[config.mk]
export PLATFORM = sky130hd
export DESIGN_NAME = baw_game_ctrl_flat
export DESIGN_NICKNAME = d
export VERILOG_FILES = /design/src/rtl/baw_game_ctrl_if.sv /design/src/rtl/baw_game_ctrl.sv /design/src/flat_wrapper.sv
export SDC_FILE = /design/constraint.sdc
export NUM_CORES = 1
export LEC_CHECK = 0
export ABC_AREA = 1
export BUFFER_PORTS_ARGS = -buffer_cell sky130_fd_sc_hd__clkbuf_2
export CORE_MARGIN = 1
export CORE_UTILIZATION = 55
export CTS_CLUSTER_SIZE = 8
export DETAILED_ROUTE_END_ITERATION = 7
export PLACE_DENSITY_LB_ADDON = 0.08
export SLEW_MARGIN = 0
export SYNTH_ARGS = -nofsm -noshare
export SYNTH_HDL_FRONTEND = slang
export SYNTH_SLANG_ARGS = --single-unit
[constraint.sdc]
create_clock -name clk -period 2.4 [get_ports clk]
set_input_delay 0.36 -clock clk [delete_from_list [all_inputs] [get_ports clk]]
set_output_delay 0.36 -clock clk [all_outputs]
set_load 0.1 [all_outputs]
[src/rtl/baw_game_ctrl_if.sv]
// Button/switch inputs and status outputs of the black-and-white round sequencer.
// master drives buttons and switches; slave is the controller.
interface baw_game_ctrl_if #(
  parameter int NUM_CARDS = 9
);
  logic                 btnCenter;
  logic                 btnTop;
  logic                 btnBottom;
  logic                 btnLeft;
  logic                 btnRight;
  logic [15:0]          sw;
  logic [2:0]           state;
  logic [3:0]           p1_card;
  logic [3:0]           p2_card;
  logic                 p1_valid;
  logic                 p2_valid;
  logic [NUM_CARDS-1:0] p1_used;
  logic [NUM_CARDS-1:0] p2_used;
  logic [1:0]           matchresult;
  logic [3:0]           round;
  logic [3:0]           win;
  logic [3:0]           lose;
  logic                 fin;
  logic                 scoreupdate_pulse;
  logic [1:0]           gameresult;

  modport master (
    output btnCenter, btnTop, btnBottom, btnLeft, btnRight, sw,
    input  state, p1_card, p2_card, p1_valid, p2_valid, p1_used, p2_used,
           matchresult, round, win, lose, fin, scoreupdate_pulse, gameresult
  );

  modport slave (
    input  btnCenter, btnTop, btnBottom, btnLeft, btnRight, sw,
    output state, p1_card, p2_card, p1_valid, p2_valid, p1_used, p2_used,
           matchresult, round, win, lose, fin, scoreupdate_pulse, gameresult
  );
endinterface

[src/rtl/baw_game_ctrl.sv]
// Round sequencer for the black-and-white card game: button one-shots, card entry,
// per-round scoring and game-over detection.
module baw_game_ctrl #(
  parameter int NUM_CARDS  = 9,
  parameter int WIN_TARGET = 5
) (
  input  logic           clk,
  input  logic           reset,
  baw_game_ctrl_if.slave bus
);

  typedef enum logic [2:0] {
    ST_INIT    = 3'd0,
    ST_RASP    = 3'd1,
    ST_BAWP    = 3'd2,
    ST_P1_TURN = 3'd3,
    ST_P2_TURN = 3'd4,
    ST_MATCH   = 3'd5,
    ST_GAME    = 3'd6
  } state_t;

  localparam logic [3:0] MAX_CNT = 4'(NUM_CARDS);
  localparam logic [3:0] WIN_CNT = 4'(WIN_TARGET);

  state_t               state_q, state_d;
  logic [4:0]           btn_q, btn_lvl, cmd;
  logic [3:0]           p1_card_q, p1_card_d, p2_card_q, p2_card_d;
  logic                 p1_valid_q, p1_valid_d, p2_valid_q, p2_valid_d;
  logic [NUM_CARDS-1:0] p1_used_q, p1_used_d, p2_used_q, p2_used_d;
  logic [1:0]           matchresult_q, matchresult_d;
  logic [3:0]           round_q, round_d, win_q, win_d, lose_q, lose_d;
  logic                 pulse_q, pulse_d;
  logic                 cmd_bottom, cmd_center, cmd_top, cmd_left, cmd_right;
  logic [NUM_CARDS-1:0] sel;
  logic                 sel_onehot;
  logic [3:0]           sel_idx;
  logic                 fin_w;
  logic                 unused_sw_hi;

  assign btn_lvl = {bus.btnBottom, bus.btnCenter, bus.btnTop, bus.btnLeft, bus.btnRight};
  assign cmd     = btn_lvl & ~btn_q;

  // Only the highest-priority new press survives in a given cycle.
  assign cmd_bottom = cmd[4];
  assign cmd_center = cmd[3] & ~cmd[4];
  assign cmd_top    = cmd[2] & ~(|cmd[4:3]);
  assign cmd_left   = cmd[1] & ~(|cmd[4:2]);
  assign cmd_right  = cmd[0] & ~(|cmd[4:1]);

  assign sel          = bus.sw[NUM_CARDS-1:0];
  assign sel_onehot   = $onehot(sel);
  assign unused_sw_hi = ^bus.sw[15:NUM_CARDS];

  always_comb begin
    sel_idx = 4'd0;
    for (int k = 0; k < NUM_CARDS; k++) begin
      if (sel[k]) sel_idx = 4'(k);
    end
  end

  assign fin_w = (win_q == WIN_CNT) | (lose_q == WIN_CNT) | (round_q == MAX_CNT);

  always_comb begin
    state_d       = state_q;
    p1_card_d     = p1_card_q;
    p2_card_d     = p2_card_q;
    p1_valid_d    = p1_valid_q;
    p2_valid_d    = p2_valid_q;
    p1_used_d     = p1_used_q;
    p2_used_d     = p2_used_q;
    matchresult_d = matchresult_q;
    round_d       = round_q;
    win_d         = win_q;
    lose_d        = lose_q;
    pulse_d       = 1'b0;

    if (cmd_bottom) begin
      state_d       = ST_INIT;
      p1_card_d     = '0;
      p2_card_d     = '0;
      p1_valid_d    = 1'b0;
      p2_valid_d    = 1'b0;
      p1_used_d     = '0;
      p2_used_d     = '0;
      matchresult_d = '0;
      round_d       = '0;
      win_d         = '0;
      lose_d        = '0;
    end else begin
      unique case (state_q)
        ST_INIT: if (cmd_center) state_d = ST_RASP;
        ST_RASP: if (cmd_top) state_d = ST_BAWP;
        ST_BAWP: begin
          if (cmd_left) begin
            state_d = ST_P1_TURN;
          end else if (cmd_right) begin
            state_d = ST_P2_TURN;
          end else if (cmd_center && p1_valid_q && p2_valid_q) begin
            // Scoring happens on the entry edge so fin is valid one cycle later.
            state_d = ST_MATCH;
            pulse_d = 1'b1;
            if (p1_card_q > p2_card_q) begin
              matchresult_d = 2'b01;
              if (win_q < MAX_CNT) win_d = win_q + 4'd1;
            end else if (p1_card_q < p2_card_q) begin
              matchresult_d = 2'b10;
              if (lose_q < MAX_CNT) lose_d = lose_q + 4'd1;
            end else begin
              matchresult_d = 2'b11;
            end
            if (round_q < MAX_CNT) round_d = round_q + 4'd1;
            p1_used_d[p1_card_q] = 1'b1;
            p2_used_d[p2_card_q] = 1'b1;
          end
        end
        ST_P1_TURN: begin
          if (cmd_top) begin
            state_d = ST_BAWP;
            if (sel_onehot && ((sel & p1_used_q) == '0)) begin
              p1_card_d  = sel_idx;
              p1_valid_d = 1'b1;
            end
          end
        end
        ST_P2_TURN: begin
          if (cmd_top) begin
            state_d = ST_BAWP;
            if (sel_onehot && ((sel & p2_used_q) == '0)) begin
              p2_card_d  = sel_idx;
              p2_valid_d = 1'b1;
            end
          end
        end
        ST_MATCH: begin
          if (cmd_left) begin
            if (fin_w) begin
              state_d = ST_GAME;
            end else begin
              state_d       = ST_RASP;
              p1_valid_d    = 1'b0;
              p2_valid_d    = 1'b0;
              matchresult_d = 2'b00;
            end
          end
        end
        default: ;
      endcase
    end
  end

  always_ff @(posedge clk or posedge reset) begin
    if (reset) begin
      state_q       <= ST_INIT;
      btn_q         <= '0;
      p1_card_q     <= '0;
      p2_card_q     <= '0;
      p1_valid_q    <= 1'b0;
      p2_valid_q    <= 1'b0;
      p1_used_q     <= '0;
      p2_used_q     <= '0;
      matchresult_q <= '0;
      round_q       <= '0;
      win_q         <= '0;
      lose_q        <= '0;
      pulse_q       <= 1'b0;
    end else begin
      state_q       <= state_d;
      btn_q         <= btn_lvl;
      p1_card_q     <= p1_card_d;
      p2_card_q     <= p2_card_d;
      p1_valid_q    <= p1_valid_d;
      p2_valid_q    <= p2_valid_d;
      p1_used_q     <= p1_used_d;
      p2_used_q     <= p2_used_d;
      matchresult_q <= matchresult_d;
      round_q       <= round_d;
      win_q         <= win_d;
      lose_q        <= lose_d;
      pulse_q       <= pulse_d;
    end
  end

  assign bus.state             = state_q;
  assign bus.p1_card           = p1_card_q;
  assign bus.p2_card           = p2_card_q;
  assign bus.p1_valid          = p1_valid_q;
  assign bus.p2_valid          = p2_valid_q;
  assign bus.p1_used           = p1_used_q;
  assign bus.p2_used           = p2_used_q;
  assign bus.matchresult       = matchresult_q;
  assign bus.round             = round_q;
  assign bus.win               = win_q;
  assign bus.lose              = lose_q;
  assign bus.fin               = fin_w;
  assign bus.scoreupdate_pulse = pulse_q;
  assign bus.gameresult        = (state_q != ST_GAME) ? 2'b00 :
                                 (win_q > lose_q)     ? 2'b01 :
                                 (lose_q > win_q)     ? 2'b10 : 2'b11;

endmodule

[src/flat_wrapper.sv]
// flat-port wrapper written by rule: the top's interface ports become plain ports
module baw_game_ctrl_flat 
#(
  parameter int NUM_CARDS  = 9,
  parameter int WIN_TARGET = 5
)
  (clk, reset, bus_btnCenter, bus_btnTop, bus_btnBottom, bus_btnLeft, bus_btnRight, bus_sw, bus_state, bus_p1_card, bus_p2_card, bus_p1_valid, bus_p2_valid, bus_p1_used, bus_p2_used, bus_matchresult, bus_round, bus_win, bus_lose, bus_fin, bus_scoreupdate_pulse, bus_gameresult);
  baw_game_ctrl_if #(.NUM_CARDS(NUM_CARDS)) bus_i ();
  input  logic clk;
  input  logic reset;
  input wire logic [$bits(bus_i.btnCenter)-1:0] bus_btnCenter;
  input wire logic [$bits(bus_i.btnTop)-1:0] bus_btnTop;
  input wire logic [$bits(bus_i.btnBottom)-1:0] bus_btnBottom;
  input wire logic [$bits(bus_i.btnLeft)-1:0] bus_btnLeft;
  input wire logic [$bits(bus_i.btnRight)-1:0] bus_btnRight;
  input wire logic [$bits(bus_i.sw)-1:0] bus_sw;
  output wire logic [$bits(bus_i.state)-1:0] bus_state;
  output wire logic [$bits(bus_i.p1_card)-1:0] bus_p1_card;
  output wire logic [$bits(bus_i.p2_card)-1:0] bus_p2_card;
  output wire logic [$bits(bus_i.p1_valid)-1:0] bus_p1_valid;
  output wire logic [$bits(bus_i.p2_valid)-1:0] bus_p2_valid;
  output wire logic [$bits(bus_i.p1_used)-1:0] bus_p1_used;
  output wire logic [$bits(bus_i.p2_used)-1:0] bus_p2_used;
  output wire logic [$bits(bus_i.matchresult)-1:0] bus_matchresult;
  output wire logic [$bits(bus_i.round)-1:0] bus_round;
  output wire logic [$bits(bus_i.win)-1:0] bus_win;
  output wire logic [$bits(bus_i.lose)-1:0] bus_lose;
  output wire logic [$bits(bus_i.fin)-1:0] bus_fin;
  output wire logic [$bits(bus_i.scoreupdate_pulse)-1:0] bus_scoreupdate_pulse;
  output wire logic [$bits(bus_i.gameresult)-1:0] bus_gameresult;
  assign bus_i.btnCenter = bus_btnCenter;
  assign bus_i.btnTop = bus_btnTop;
  assign bus_i.btnBottom = bus_btnBottom;
  assign bus_i.btnLeft = bus_btnLeft;
  assign bus_i.btnRight = bus_btnRight;
  assign bus_i.sw = bus_sw;
  assign bus_state = bus_i.state;
  assign bus_p1_card = bus_i.p1_card;
  assign bus_p2_card = bus_i.p2_card;
  assign bus_p1_valid = bus_i.p1_valid;
  assign bus_p2_valid = bus_i.p2_valid;
  assign bus_p1_used = bus_i.p1_used;
  assign bus_p2_used = bus_i.p2_used;
  assign bus_matchresult = bus_i.matchresult;
  assign bus_round = bus_i.round;
  assign bus_win = bus_i.win;
  assign bus_lose = bus_i.lose;
  assign bus_fin = bus_i.fin;
  assign bus_scoreupdate_pulse = bus_i.scoreupdate_pulse;
  assign bus_gameresult = bus_i.gameresult;
  baw_game_ctrl #(.NUM_CARDS(NUM_CARDS), .WIN_TARGET(WIN_TARGET)) u_core (.clk(clk), .reset(reset), .bus(bus_i));
endmodule
### Yosys cells after proc, flatten, opt, wreduce, memory -nomap -nowiden

Index checks and enable logic that the tools add are counted.

| cells by class | value |
|---|---|
| bitwise gates (word level) | 16 |
| reduce and logical (&&, ||, !) cells | 39 |
| $lt $le $gt $ge | 11 |
| add/sub/neg operators | 11 |
| eq/ne operators | 25 |
| multiplexer cells | 87 |

Operator list:

| operator | number |
|---|---|
| $mux W4 | 30 |
| $mux W9 | 10 |
| $mux W3 | 12 |
| $ne A3 B1 Y1 const B | 8 |
| $reduce_bool A2 Y1 | 12 |
| $mux W2 | 11 |
| $reduce_and A5 Y1 | 4 |
| $and A9 B9 Y9 | 2 |
| $logic_not A9 Y1 | 2 |
| $mux W1 | 18 |
| $or A9 B9 Y9 | 2 |
| $add A4 B1 Y4 const B | 3 |
| $add A4 B4 Y4 | 3 |
| $gt A4 B4 Y1 | 3 |
| $lt A4 B4 Y1 const B | 3 |
| $pmux W3 S4 | 1 |
| $reduce_and A6 Y1 | 2 |
| $lt A4 B5 Y1 const B | 2 |
| $ne A3 B2 Y1 const B | 3 |
| $reduce_bool A3 Y1 | 3 |
| $add A1 B1 Y2 | 4 |
| $demux W1 S4 | 2 |
| $eq A4 B3 Y1 const B | 2 |
| $ge A4 B1 Y1 const B | 2 |
| other kinds (26) | 45 |

| storage, ports and cells | value |
|---|---|
| register bits after elaboration | 51 |
| output and inout port bits | 49 |
| bits of input ports | 23 |

### Depth between registers and ports, before layout

Gate-level depths: netlist of the first run.

| logic depth | value |
|---|---|
| depth after elaboration | 12 |
| gate-level depth with buffers | 16 |
| gate-level depth less buffers | 16 |

### Worst setup path before layout of the first run

OpenSTA, ideal clock, no wires.

| timing path | value |
|---|---|
| path kind | register to output |
| start | register u_core.lose_q[1], in the netlist u_core.bus.lose[1] |
| end | output bus_gameresult[1] |
| stages on the path, launching flop included | 9 |
| path buffers | 0 |
| required time | 2040 ps |
| setup slack | -1036 ps |
| arrival time | 3076 ps |
| path through | dfrtp_1 > inv_1 > ha_1 > inv_1 > nor2_1 > nor2_1 > o21a_1 > a21oi_1 > nor2_1 |

| between the ends | value |
|---|---|
| cells in the longest elaborated chain, start to end | 3 |

RTL lines:

| what | line | RTL |
|---|---|---|
| from (decl) | baw_game_ctrl.sv:31 | `logic [3:0] round_q, round_d, win_q, win_d, lose_q, lose_d;` |
| from (signal assigned) | baw_game_ctrl.sv:178 | `lose_q <= lose_d;` |
| $gt A4 B4 Y1 | baw_game_ctrl.sv:197 | `(win_q > lose_q) ? 2'b01 :` |
| $mux W2 | baw_game_ctrl.sv:197 |  |
| $mux W2 | baw_game_ctrl.sv:196 | `assign bus.gameresult = (state_q != ST_GAME) ? 2'b00 :` |
| to (decl) | flat_wrapper.sv:30 | `output wire logic [$bits(bus_i.gameresult)-1:0] bus_gameresult;` |

No other way between the ends.

### Worst setup path after layout of the first run

| timing path | value |
|---|---|
| start | input bus_sw[5] |
| end | register u_core.p2_card_q[1], in the netlist u_core.bus.p2_card[1] |

| between the ends | value |
|---|---|
| cells in the longest elaborated chain, start to end | 8 |
| elaborated cells on any way between the ends | 18 |

RTL lines:

| what | line | RTL |
|---|---|---|
| from (decl) | flat_wrapper.sv:16 | `input wire logic [$bits(bus_i.sw)-1:0] bus_sw;` |
| $add A1 B1 Y2 (not written as such) or $mux W3 (tied branches) | baw_game_ctrl.sv:51, baw_game_ctrl.sv:57 |  |
| $add A4 B4 Y4 (not written as such) or $mux W3 (tied branches) (2 in a row) | baw_game_ctrl.sv:51, baw_game_ctrl.sv:57 |  |
| $add A4 B1 Y4 (not written as such) or $mux W4 (tied branches) | baw_game_ctrl.sv:51, baw_game_ctrl.sv:57 |  |
| $eq A4 B1 Y1 or $mux W4 (tied branches) | baw_game_ctrl.sv:51, baw_game_ctrl.sv:128 |  |
| $logic_and A1 B1 Y1 or $mux W4 (tied branches) | baw_game_ctrl.sv:128, baw_game_ctrl.sv:126 |  |
| $reduce_bool A2 Y1 (no source line) or $mux W4 (tied branches) | -- |  |
| $reduce_and A3 Y1 (no source line) or $mux W4 (tied branches) | -- |  |
| to (signal assigned) | baw_game_ctrl.sv:170 | `p2_card_q <= p2_card_d;` |
| to (decl) | baw_game_ctrl.sv:27 | `logic [3:0] p1_card_q, p1_card_d, p2_card_q, p2_card_d;` |

Parallel ways exist; a longest one is shown, timed or not. The select of a mux whose other input is x is not followed.
A chain may end at the register's enable or synchronous reset.

==> run metrics, run 1 <==
outcome=complete, but fails checks; failing checks=negative setup slack; wire length of the first global-routing pass=13,200 um; Layout Nets=568; type of destination of the critical path=flop; TritonCTS clock tree=built; Highest Clock Rate=341 MHz; unrepaired setup endpoints after global routing=true; number of max-cap violations=0; grt ovf=0; Detailed Route Iter0 Violations=175; clk_lat worst skew=300 ps; Final Wtd Congestion=0.886; met1 layer usage reported by global route=33.7%; fraction of layout cells with a size suffix above 1=28.0%; # port buffers=64; detailed-route wire length per cell=13.7 um; most heavily used metal layer in global routing=met2; detailed placement HPWL=6160 um; post-detailed-route count of antenna-violating nets=0; met3 capacity usage during global routing=4.00%; die area=0.00639 mm2; number of vias per cell=5.23; post-synthesis cell type count=39; synth cell count leaders=sky130_fd_sc_hd__nand2_1, sky130_fd_sc_hd__inv_1, sky130_fd_sc_hd__dfrtp_1; Bufs on Longest Clock Path=2; Reg-to-Reg End=u_core.bus.win[2]$_DFFE_PP0P_; DRC violation count after routing=0; LEAKAGE=0.00217 uW; synthesized area per cell=7.69 um2; number of instances in the synthesized netlist=435; CTS buffer count=5; layout overhead on the synthesized area=24.2%; least setup slack across all paths after layout=-531 ps; total wire length=8080 um; class of the most critical setup path=input port to flop; placement row count=28; count leader, synth=sky130_fd_sc_hd__nand2_1; Fin. Hold Viols=0; die extent in y=80.0 um; largest cells by area after synthesis=sky130_fd_sc_hd__dfrtp_1, sky130_fd_sc_hd__nand2_1, sky130_fd_sc_hd__ha_1, sky130_fd_sc_hd__inv_1, sky130_fd_sc_hd__nand3_1; vias in the first global route=2,909; syn_nets=487; share of flip-flops with an asynchronous set or reset=100%; H-tree level count=2; Worst-path clk slew=100 ps; largest area contributor in the netlist=sky130_fd_sc_hd__dfrtp_1; post-route minimum period=2930 ps; Floorplan Core Area=0.00589 mm2; launch instance of the worst register-to-register path=u_core.bus.p2_card[1]$_DFFE_PP0P_; count of flip-flops with a built-in enable after synthesis=0; met2 track demand over resource=46.3%; data arrival time of the critical path=3180 ps; crit share post-route=122%; final antenna diode count=0; Critical Path Fanout Max=3; DIE WIDTH=80.0 um; Setup violations, final=10; predominant post-synthesis flop cell=sky130_fd_sc_hd__dfrtp_1; worst rel slew slack=63.6%; Startpoint Class=input port; area of the mapped netlist=0.00334 mm2; Peak supply drop=0.889 mV; actual slew at the worst max-slew pin=549 ps; class of the tightest hold or removal check=input port to async pin; PwrDens=1020 mW/mm2; root cell of the clock tree=sky130_fd_sc_hd__clkbuf_8; number of search-and-repair iterations in the first detailed-routing pass=4; largest net degree at the start of global routing=52; setup total negative slack=-4790 ps; share of the yosys chip area belonging to registers=38.2%; required time at the endpoint of the critical path=2640 ps; flop-to-flop setup slack=550 ps; clock sink count=51; Layout Skew=3.73 ps; initial cell density of the core=56.8%; area fraction of the dominant cell type after synthesis=38.2%; area of placed instances=0.00397 mm2; length in cells of the worst reg-to-reg path=11; number of primary I/O pins=72; #FFs+latches synth=51; filler instances=485; Overall Global Routing Usage=26.7%; initial antenna violation count=0; Final Cell Area=0.00415 mm2; Pins Over Slew Limit=0; post-cts hold buffer count=0; total number of vias=3,099; yosys synthesis warning count=0
==> per-layer routing <==
layer  vias up  part of all wire, %
met2        92                   50
met3        20                  4.8
met1      1434                   43
li1       1553                    -
met5         -                    0
met4         0                  2.1
==> sequential cells by signal, indices dropped and copies added, names as in the netlist, 2 cells and up <==
name,flops
u_core.bus.p2_card,4
u_core.bus.lose,4
u_core.bus.round,4
u_core.bus.win,4
u_core.bus.state,3
u_core.bus.p2_used,9
u_core.bus.matchresult,2
u_core.bus.p1_used,9
u_core.btn_q,5
u_core.bus.p1_card,4
==> layout by cell type, fill, tap and decap left out, types with 9 or more instances in the layout <==
| master | instances |
|---|---|
| sky130_fd_sc_hd__inv_1 | 70 |
| sky130_fd_sc_hd__nor2_1 | 33 |
| sky130_fd_sc_hd__nor3_1 | 9 |
| sky130_fd_sc_hd__ha_1 | 18 |
| sky130_fd_sc_hd__inv_2 | 12 |
| sky130_fd_sc_hd__o21ai_1 | 11 |
| sky130_fd_sc_hd__nand4_1 | 15 |
| sky130_fd_sc_hd__nand2_1 | 97 |
| sky130_fd_sc_hd__clkbuf_2 | 57 |
| sky130_fd_sc_hd__a21oi_1 | 24 |
| sky130_fd_sc_hd__dfrtp_1 | 45 |
| sky130_fd_sc_hd__buf_4 | 16 |
| sky130_fd_sc_hd__nand3_1 | 28 |
==> through the flow <==
step | power [uW] | std cells | hold WS, ps | setup slack [ps] | utilization (%)
floorplan | 3260 | 435 | 391 | -628 | -
global placement | 3690 | 583 | 410 | -889 | 67.4
detailed placement | 3730 | 583 | 413 | -952 | 67.4
CTS | 4240 | 592 | 83.0 | -532 | 69.9
global route | 4530 | 592 | 86.2 | -674 | 70.5
finish | 4230 | 592 | 64.7 | -531 | 70.5
==> power by group <==
group | switching (uW) | total [uW] | leakage, uW | internal (uW)
combinational | 1960 | 2500 | 0.00145 | 544
sequential | 215 | 1230 | 0.000671 | 1020
clock | 292 | 497 | 0.0000412 | 205
==> final cells by class <==
type | instances | area (um2) | area share, %
inverter | 83 | 317 | 7.63
timing repair buffer | 80 | 520 | 12.5
sequential | 51 | 1280 | 30.9
tap | 75 | 93.8 | 2.26
clock inverter | 2 | 12.5 | 0.301
multi-input combinational | 295 | 1850 | 44.6
clock buffer | 6 | 72.6 | 1.75
==> critical path, stage by stage <==
cell and delay (ps):
sky130_fd_sc_hd__buf_8 100, sky130_fd_sc_hd__ha_4 150, sky130_fd_sc_hd__fa_1 540, sky130_fd_sc_hd__inv_1 50
sky130_fd_sc_hd__fa_1 480, sky130_fd_sc_hd__inv_1 40, sky130_fd_sc_hd__ha_2 170, sky130_fd_sc_hd__fa_1 430
sky130_fd_sc_hd__nor2_1 110, sky130_fd_sc_hd__nand3_1 110, sky130_fd_sc_hd__inv_2 70, sky130_fd_sc_hd__nand4_1 80
sky130_fd_sc_hd__nor2_2 170, sky130_fd_sc_hd__buf_4 140, sky130_fd_sc_hd__nand4_1 80, sky130_fd_sc_hd__nand2_1 90
==> how the worst max path moves through the flow <==
stage / end / from / cells after the start
6_report: u_core.bus.p2_card[1]$_DFFE_PP0P_ / bus_sw[5] / 16
5_1_grt: u_core.bus.p2_card[0]$_DFFE_PP0P_ / bus_sw[0] / 16
4_1_cts: u_core.bus.p2_card[0]$_DFFE_PP0P_ / bus_sw[4] / 16
3_5_place_dp: u_core.bus.p2_card[0]$_DFFE_PP0P_ / bus_sw[2] / 16
3_3_place_gp: u_core.bus.p2_card[0]$_DFFE_PP0P_ / bus_sw[2] / 16
2_1_floorplan: u_core.bus.p2_card[0]$_DFFE_PP0P_ / bus_sw[4] / 15
==> cell families after synthesis <==
group / Yosys count / synth area share (%)
flip-flops: 51 / 38.2
adder cells (fa/ha/maj): 29 / 12.0
XOR/XNOR: 2 / 0.524
AND/OR/NAND/NOR: 209 / 28.7
AO/OA/AOI/OAI: 55 / 9.92
buffers and inverters: 89 / 10.7
==> what timing repair did <==
action / 4_1_cts / 5_1_grt
buffers inserted: 1 / 0
pin swaps: 10 / 7
setup endpoints to repair: 10 / 10
gates resized for setup: 9 / 14
(Power assumes the default switching activity.)
==> run 2: changes to the inputs <==
HOLD_SLACK_MARGIN = 0.06   (was default)
SETUP_SLACK_MARGIN = 0.05   (was default)
SLEW_MARGIN = 20   (was 0)
==> run metrics, run 2 (synthesis gave the netlist of run 1 again) <==
total wire length=8060 um (-0.26%); number of primary I/O pins=72 (unchanged); length in cells of the worst reg-to-reg path=11 (unchanged); most frequent cells in the layout=sky130_fd_sc_hd__nand2_1, sky130_fd_sc_hd__inv_1, sky130_fd_sc_hd__clkbuf_2; number of search-and-repair iterations in the first detailed-routing pass=5 (+1); post-route minimum period=2980 ps (+47.3 ps); root cell of the clock tree=sky130_fd_sc_hd__clkbuf_8; detailed-route wire length per cell=13.5 um (-0.76%); met2 track demand over resource=45.7% (-0.60 points); Layout Skew=11.6 ps (+7.83 ps); # port buffers=64 (unchanged); number of vias per cell=5.24 (+0.14%); actual slew at the worst max-slew pin=554 ps (+4.79 ps); failing checks=negative setup slack; most heavily used metal layer in global routing=met2; CTS buffer count=5 (unchanged); layout overhead on the synthesized area=25.0%; LEAKAGE=0.00219 uW (+1.3%); Setup Slack @ Placement=-984 ps (-32.2 ps); initial cell density of the core=56.8% (unchanged); Floorplan Core Area=0.00589 mm2 (unchanged); grt ovf=0 (unchanged); class of the tightest hold or removal check=input port to async pin; number of max-cap violations=0 (unchanged); CP Capture Point=u_core.bus.p2_card[0]$_DFFE_PP0P_; detailed placement HPWL=6330 um (+2.7%); die area=0.00639 mm2 (unchanged); most common cell after layout, fill and taps aside=sky130_fd_sc_hd__nand2_1; final antenna diode count=0 (unchanged); class of the most critical setup path=input port to flop; met1 layer usage reported by global route=34.7% (+1.0 points); Setup violations, final=10 (unchanged); outcome=complete, but fails checks; fraction of layout cells with a size suffix above 1=28.5% (+0.42 points); filler instances=490 (+1.0%); flop-to-flop setup slack=520 ps (-30 ps); post-cts hold buffer count=0 (unchanged); worst rel slew slack=63.2% (-0.32 points); Highest Clock Rate=336 MHz (-1.6%); Pins Over Slew Limit=0 (unchanged); unrepaired setup endpoints after global routing=true; Overall Global Routing Usage=26.6% (-0.083 points); required time at the endpoint of the critical path=2640 ps (about the same); DIE WIDTH=80.0 um (unchanged); initial antenna violation count=0 (unchanged); PwrDens=1050 mW/mm2 (+3.1%); Peak supply drop=1.16 mV (+31%); TritonCTS clock tree=built; Bufs on Longest Clock Path=2 (unchanged); DRC violation count after routing=0 (unchanged); placement row count=28 (unchanged); least setup slack across all paths after layout=-578 ps (-47.3 ps); Critical Path Start=bus_sw[4]; fin cells=595 (+0.51%); number of placed instances, taps included=584 (+0.17%); Startpoint Class=input port; Worst-path clk slew=100 ps (about the same); launch instance of the worst register-to-register path=u_core.bus.p2_card[1]$_DFFE_PP0P_; clk_lat worst skew=300 ps (about the same); vias in the first global route=2,932 (+0.79%); wire length of the first global-routing pass=13,200 um (-0.37%); total number of vias=3,119 (+0.65%); Detailed Route Iter0 Violations=141 (-19%); Final Wtd Congestion=0.840 (-5.2%); Layout Nets=571 (+0.53%); type of destination of the critical path=flop; H-tree level count=2 (unchanged); data arrival time of the critical path=3220 ps (+40 ps); Critical Path Fanout Max=3 (unchanged); Reg-to-Reg End=u_core.bus.win[2]$_DFFE_PP0P_; largest net degree at the start of global routing=30 (-42%); crit share post-route=124% (+2.0 points); met3 capacity usage during global routing=3.20% (-0.80 points); Fin. Hold Viols=0 (unchanged); clock sink count=51 (unchanged); post-detailed-route count of antenna-violating nets=0 (unchanged); die extent in y=80.0 um (unchanged)
## run 2: worst min path at each step
| stage | endpoint | cells after the start |
|---|---|---|
| finish | u_core.bus.round[0]$_DFFE_PP0P_ | 2 |
| global route | u_core.bus.round[0]$_DFFE_PP0P_ | 2 |
| CTS | u_core.bus.round[0]$_DFFE_PP0P_ | 2 |
| detailed placement | u_core.bus.p2_used[4]$_DFFE_PP0P_ | 2 |
| global placement | u_core.bus.p2_used[4]$_DFFE_PP0P_ | 2 |
| floorplan | u_core.btn_q[0]$_DFF_PP0_ | 0 |
## run 2: metrics by stage
stage	setup TNS (ps)	hold slack (ps)	area, um2	power (uW)	utilization [%]
finish	-5150	63.5	4180	4390	71.0
global route	-6560	117	4180	4660	71.0
CTS	-5220	80.5	4160	4380	70.6
detailed placement	-8870	413	3970	3730	67.4
global placement	-8080	412	3970	3680	67.4
floorplan	-5910	391	3440	3260	-
## run 2: final cells by class
type	count	area (um2)	area share (%)
clock buffer	6	82.6	1.98
clock inverter	2	35.0	0.838
inverter	83	317	7.57
multi-input combinational	295	1830	43.9
sequential	51	1280	30.7
tap	75	93.8	2.24
timing repair buffer	83	533	12.8
## run 2: per-layer routing
layer / routed length [um] / vias to the layer above / share of wire [%]
li1: - / 1560 / -
met2: 3940 / 93 / 49
met3: 331 / 16 / 4.1
met1: 3620 / 1450 / 45
met4: 176 / 0 / 2.2
met5: 0 / - / 0
## run 2: power by group
part	internal (uW)	leakage, uW	switching [uW]	total [uW]
sequential	1020	0.000669	214	1230
clock	338	0.0000612	293	631
combinational	555	0.00146	1970	2530
## run 2: timing repair
action | CTS | global route
buffers inserted | 3 | 0
endpoints found under the setup margin | 10 | 10
resized for setup | 9 | 9
pin swaps | 7 | 7
## run 2: critical path: stages
cell	delay, ps
sky130_fd_sc_hd__buf_8	100
sky130_fd_sc_hd__ha_4	150
sky130_fd_sc_hd__fa_1	550
sky130_fd_sc_hd__inv_1	60
sky130_fd_sc_hd__fa_1	500
sky130_fd_sc_hd__inv_2	50
sky130_fd_sc_hd__ha_4	150
sky130_fd_sc_hd__fa_1	430
sky130_fd_sc_hd__nor2_1	110
sky130_fd_sc_hd__nand3_1	120
sky130_fd_sc_hd__inv_2	80
sky130_fd_sc_hd__nand4_1	80
sky130_fd_sc_hd__nor2_2	180
sky130_fd_sc_hd__buf_4	140
sky130_fd_sc_hd__nand4_1	80
sky130_fd_sc_hd__nand2_1	80
==> run 3: changes to the inputs <==
SKIP_LAST_GASP = 1   (was default)
==> run metrics, run 3 (synthesis gave the netlist of run 1 again) <==
outcome=complete, but fails checks; failing checks=negative setup slack; vias in the first global route=2,932 (unchanged); Final Cell Area=0.00418 mm2 (-0.12%); H-tree level count=2 (unchanged); Overall Global Routing Usage=26.6% (unchanged); actual slew at the worst max-slew pin=554 ps (+0.00346 ps); Power Total=4390 uW (about the same); worst rel slew slack=63.2% (about the same); type of destination of the critical path=flop; Worst-path clk slew=100 ps (about the same); LEAKAGE=0.00219 uW (about the same); Peak supply drop=1.16 mV (about the same); length in cells of the worst reg-to-reg path=11 (unchanged); number of max-cap violations=0 (unchanged); fin cells=595 (unchanged); layout overhead on the synthesized area=24.9%; Final Wtd Congestion=0.840 (unchanged); Highest Clock Rate=335 MHz (-0.20%); total wire length=8070 um (about the same); Fin. Hold Viols=0 (unchanged); class of the tightest hold or removal check=input port to async pin; Layout Skew=9.71 ps (-1.85 ps); crit share post-route=124% (+0.25 points); DRC violation count after routing=0 (unchanged); DIE WIDTH=80.0 um (unchanged); placement row count=28 (unchanged); CTS buffer count=5 (unchanged); # port buffers=64 (unchanged); grt ovf=0 (unchanged); number of vias per cell=5.26 (+0.42%); least setup slack across all paths after layout=-584 ps (-5.97 ps); die extent in y=80.0 um (unchanged); number of search-and-repair iterations in the first detailed-routing pass=5 (unchanged); detailed placement HPWL=6330 um (unchanged); wire length of the first global-routing pass=13,200 um (unchanged); post-route minimum period=2980 ps (+5.97 ps); final antenna diode count=0 (unchanged); largest net degree at the start of global routing=30 (unchanged); Post-Route Utilization=70.9% (-0.085 points); Startpoint Class=input port; most frequent cells in the layout=sky130_fd_sc_hd__nand2_1, sky130_fd_sc_hd__inv_1, sky130_fd_sc_hd__clkbuf_2; die area=0.00639 mm2 (unchanged); area of placed instances=0.00397 mm2 (unchanged); detailed-route wire length per cell=13.6 um (about the same); root cell of the clock tree=sky130_fd_sc_hd__clkbuf_8; initial cell density of the core=56.8% (unchanged); class of the most critical setup path=input port to flop; TritonCTS clock tree=built; Setup violations, final=10 (unchanged); initial antenna violation count=0 (unchanged); number of placed instances, taps included=584 (unchanged); most common cell after layout, fill and taps aside=sky130_fd_sc_hd__nand2_1; post-detailed-route count of antenna-violating nets=0 (unchanged); data arrival time of the critical path=3230 ps (about the same); total number of vias=3,132 (+0.42%); Bufs on Longest Clock Path=2 (unchanged); Critical Path Fanout Max=3 (unchanged); fraction of layout cells with a size suffix above 1=28.3% (-0.19 points); unrepaired setup endpoints after global routing=true; Detailed Route Iter0 Violations=145 (+2.8%); required time at the endpoint of the critical path=2640 ps (about the same); setup total negative slack=-5160 ps (-11.7 ps); clk_lat worst skew=300 ps (about the same); Floorplan Core Area=0.00589 mm2 (unchanged); PwrDens=1050 mW/mm2 (about the same); number of primary I/O pins=72 (unchanged); Layout Nets=571 (unchanged); clock sink count=51 (unchanged); Pins Over Slew Limit=0 (unchanged); post-cts hold buffer count=0 (unchanged)
[run 3: cell types whose count changed in the layout (fill, tap and decap cells not counted)]
cell,change
sky130_fd_sc_hd__nand3_1,+1
sky130_fd_sc_hd__nand3_2,-1
[run 3: layout make-up]
| type | count | area (um2) |
|---|---|---|
| multi-input cells | 295 | 1830 |
| fillers | 491 | 1710 |
| flip-flops and latches | 51 | 1280 |
| repair buffers | 83 | 533 |
| inverters | 83 | 317 |
| well taps | 75 | 93.8 |
| clock buffers | 6 | 82.6 |
| clock inverters | 2 | 35.0 |
[run 3: power by group]
part	switching (uW)	total, uW	internal (uW)
registers	213	1230	1020
clock network	294	632	338
logic	1970	2520	555
[run 3: final timing paths]
kind / slack, ps / from / to
worst max-delay path: -580 / bus_sw[4] / u_core.bus.p2_card[0]$_DFFE_PP0P_
max in group asynchronous: 1790 / reset / u_core.btn_q[3]$_DFF_PP0_
worst max register to register: 550 / u_core.bus.p2_card[1]$_DFFE_PP0P_ / u_core.bus.win[0]$_DFFE_PP0P_
min in group clk: 180 / bus_btnLeft / u_core.btn_q[1]$_DFF_PP0_
worst min-delay path: 70 / reset / u_core.bus.round[0]$_DFFE_PP0P_
worst min register to register: 530 / u_core.bus.p1_valid$_DFFE_PP0P_ / u_core.bus.p1_valid$_DFFE_PP0P_
[run 3: what timing repair did]
| action | in CTS | in global routing |
|---|---|---|
| pin swaps | 7 | 7 |
| setup endpoints to repair | 10 | 10 |
| buffers inserted | 3 | 0 |
| gates resized for setup | 9 | 8 |
[run 3: routing by layer]
metal	track usage, %	vias to the layer above	share of wire [%]
met4	8.57	0	2.4
met3	3.20	20	4.3
met5	0	-	0
met2	45.7	101	49
li1	-	1560	-
met1	34.7	1451	44
[run 3: worst max-delay path: stages]
cell and delay (ps):
sky130_fd_sc_hd__buf_8 100, sky130_fd_sc_hd__ha_4 150, sky130_fd_sc_hd__fa_1 550, sky130_fd_sc_hd__inv_1 60, sky130_fd_sc_hd__fa_1 500, sky130_fd_sc_hd__inv_2 50
sky130_fd_sc_hd__ha_4 150, sky130_fd_sc_hd__fa_1 430, sky130_fd_sc_hd__nor2_1 110, sky130_fd_sc_hd__nand3_1 120, sky130_fd_sc_hd__inv_2 80, sky130_fd_sc_hd__nand4_1 80
sky130_fd_sc_hd__nor2_2 180, sky130_fd_sc_hd__buf_4 140, sky130_fd_sc_hd__nand4_1 80, sky130_fd_sc_hd__nand2_1 80
[run 3: metrics by stage]
stage | setup slack [ps] | hold slack, ps
after floorplan | -628 | 391
after global placement | -884 | 412
after detailed placement | -984 | 413
after CTS | -577 | 80.5
after global routing | -736 | 117
final | -584 | 69.5
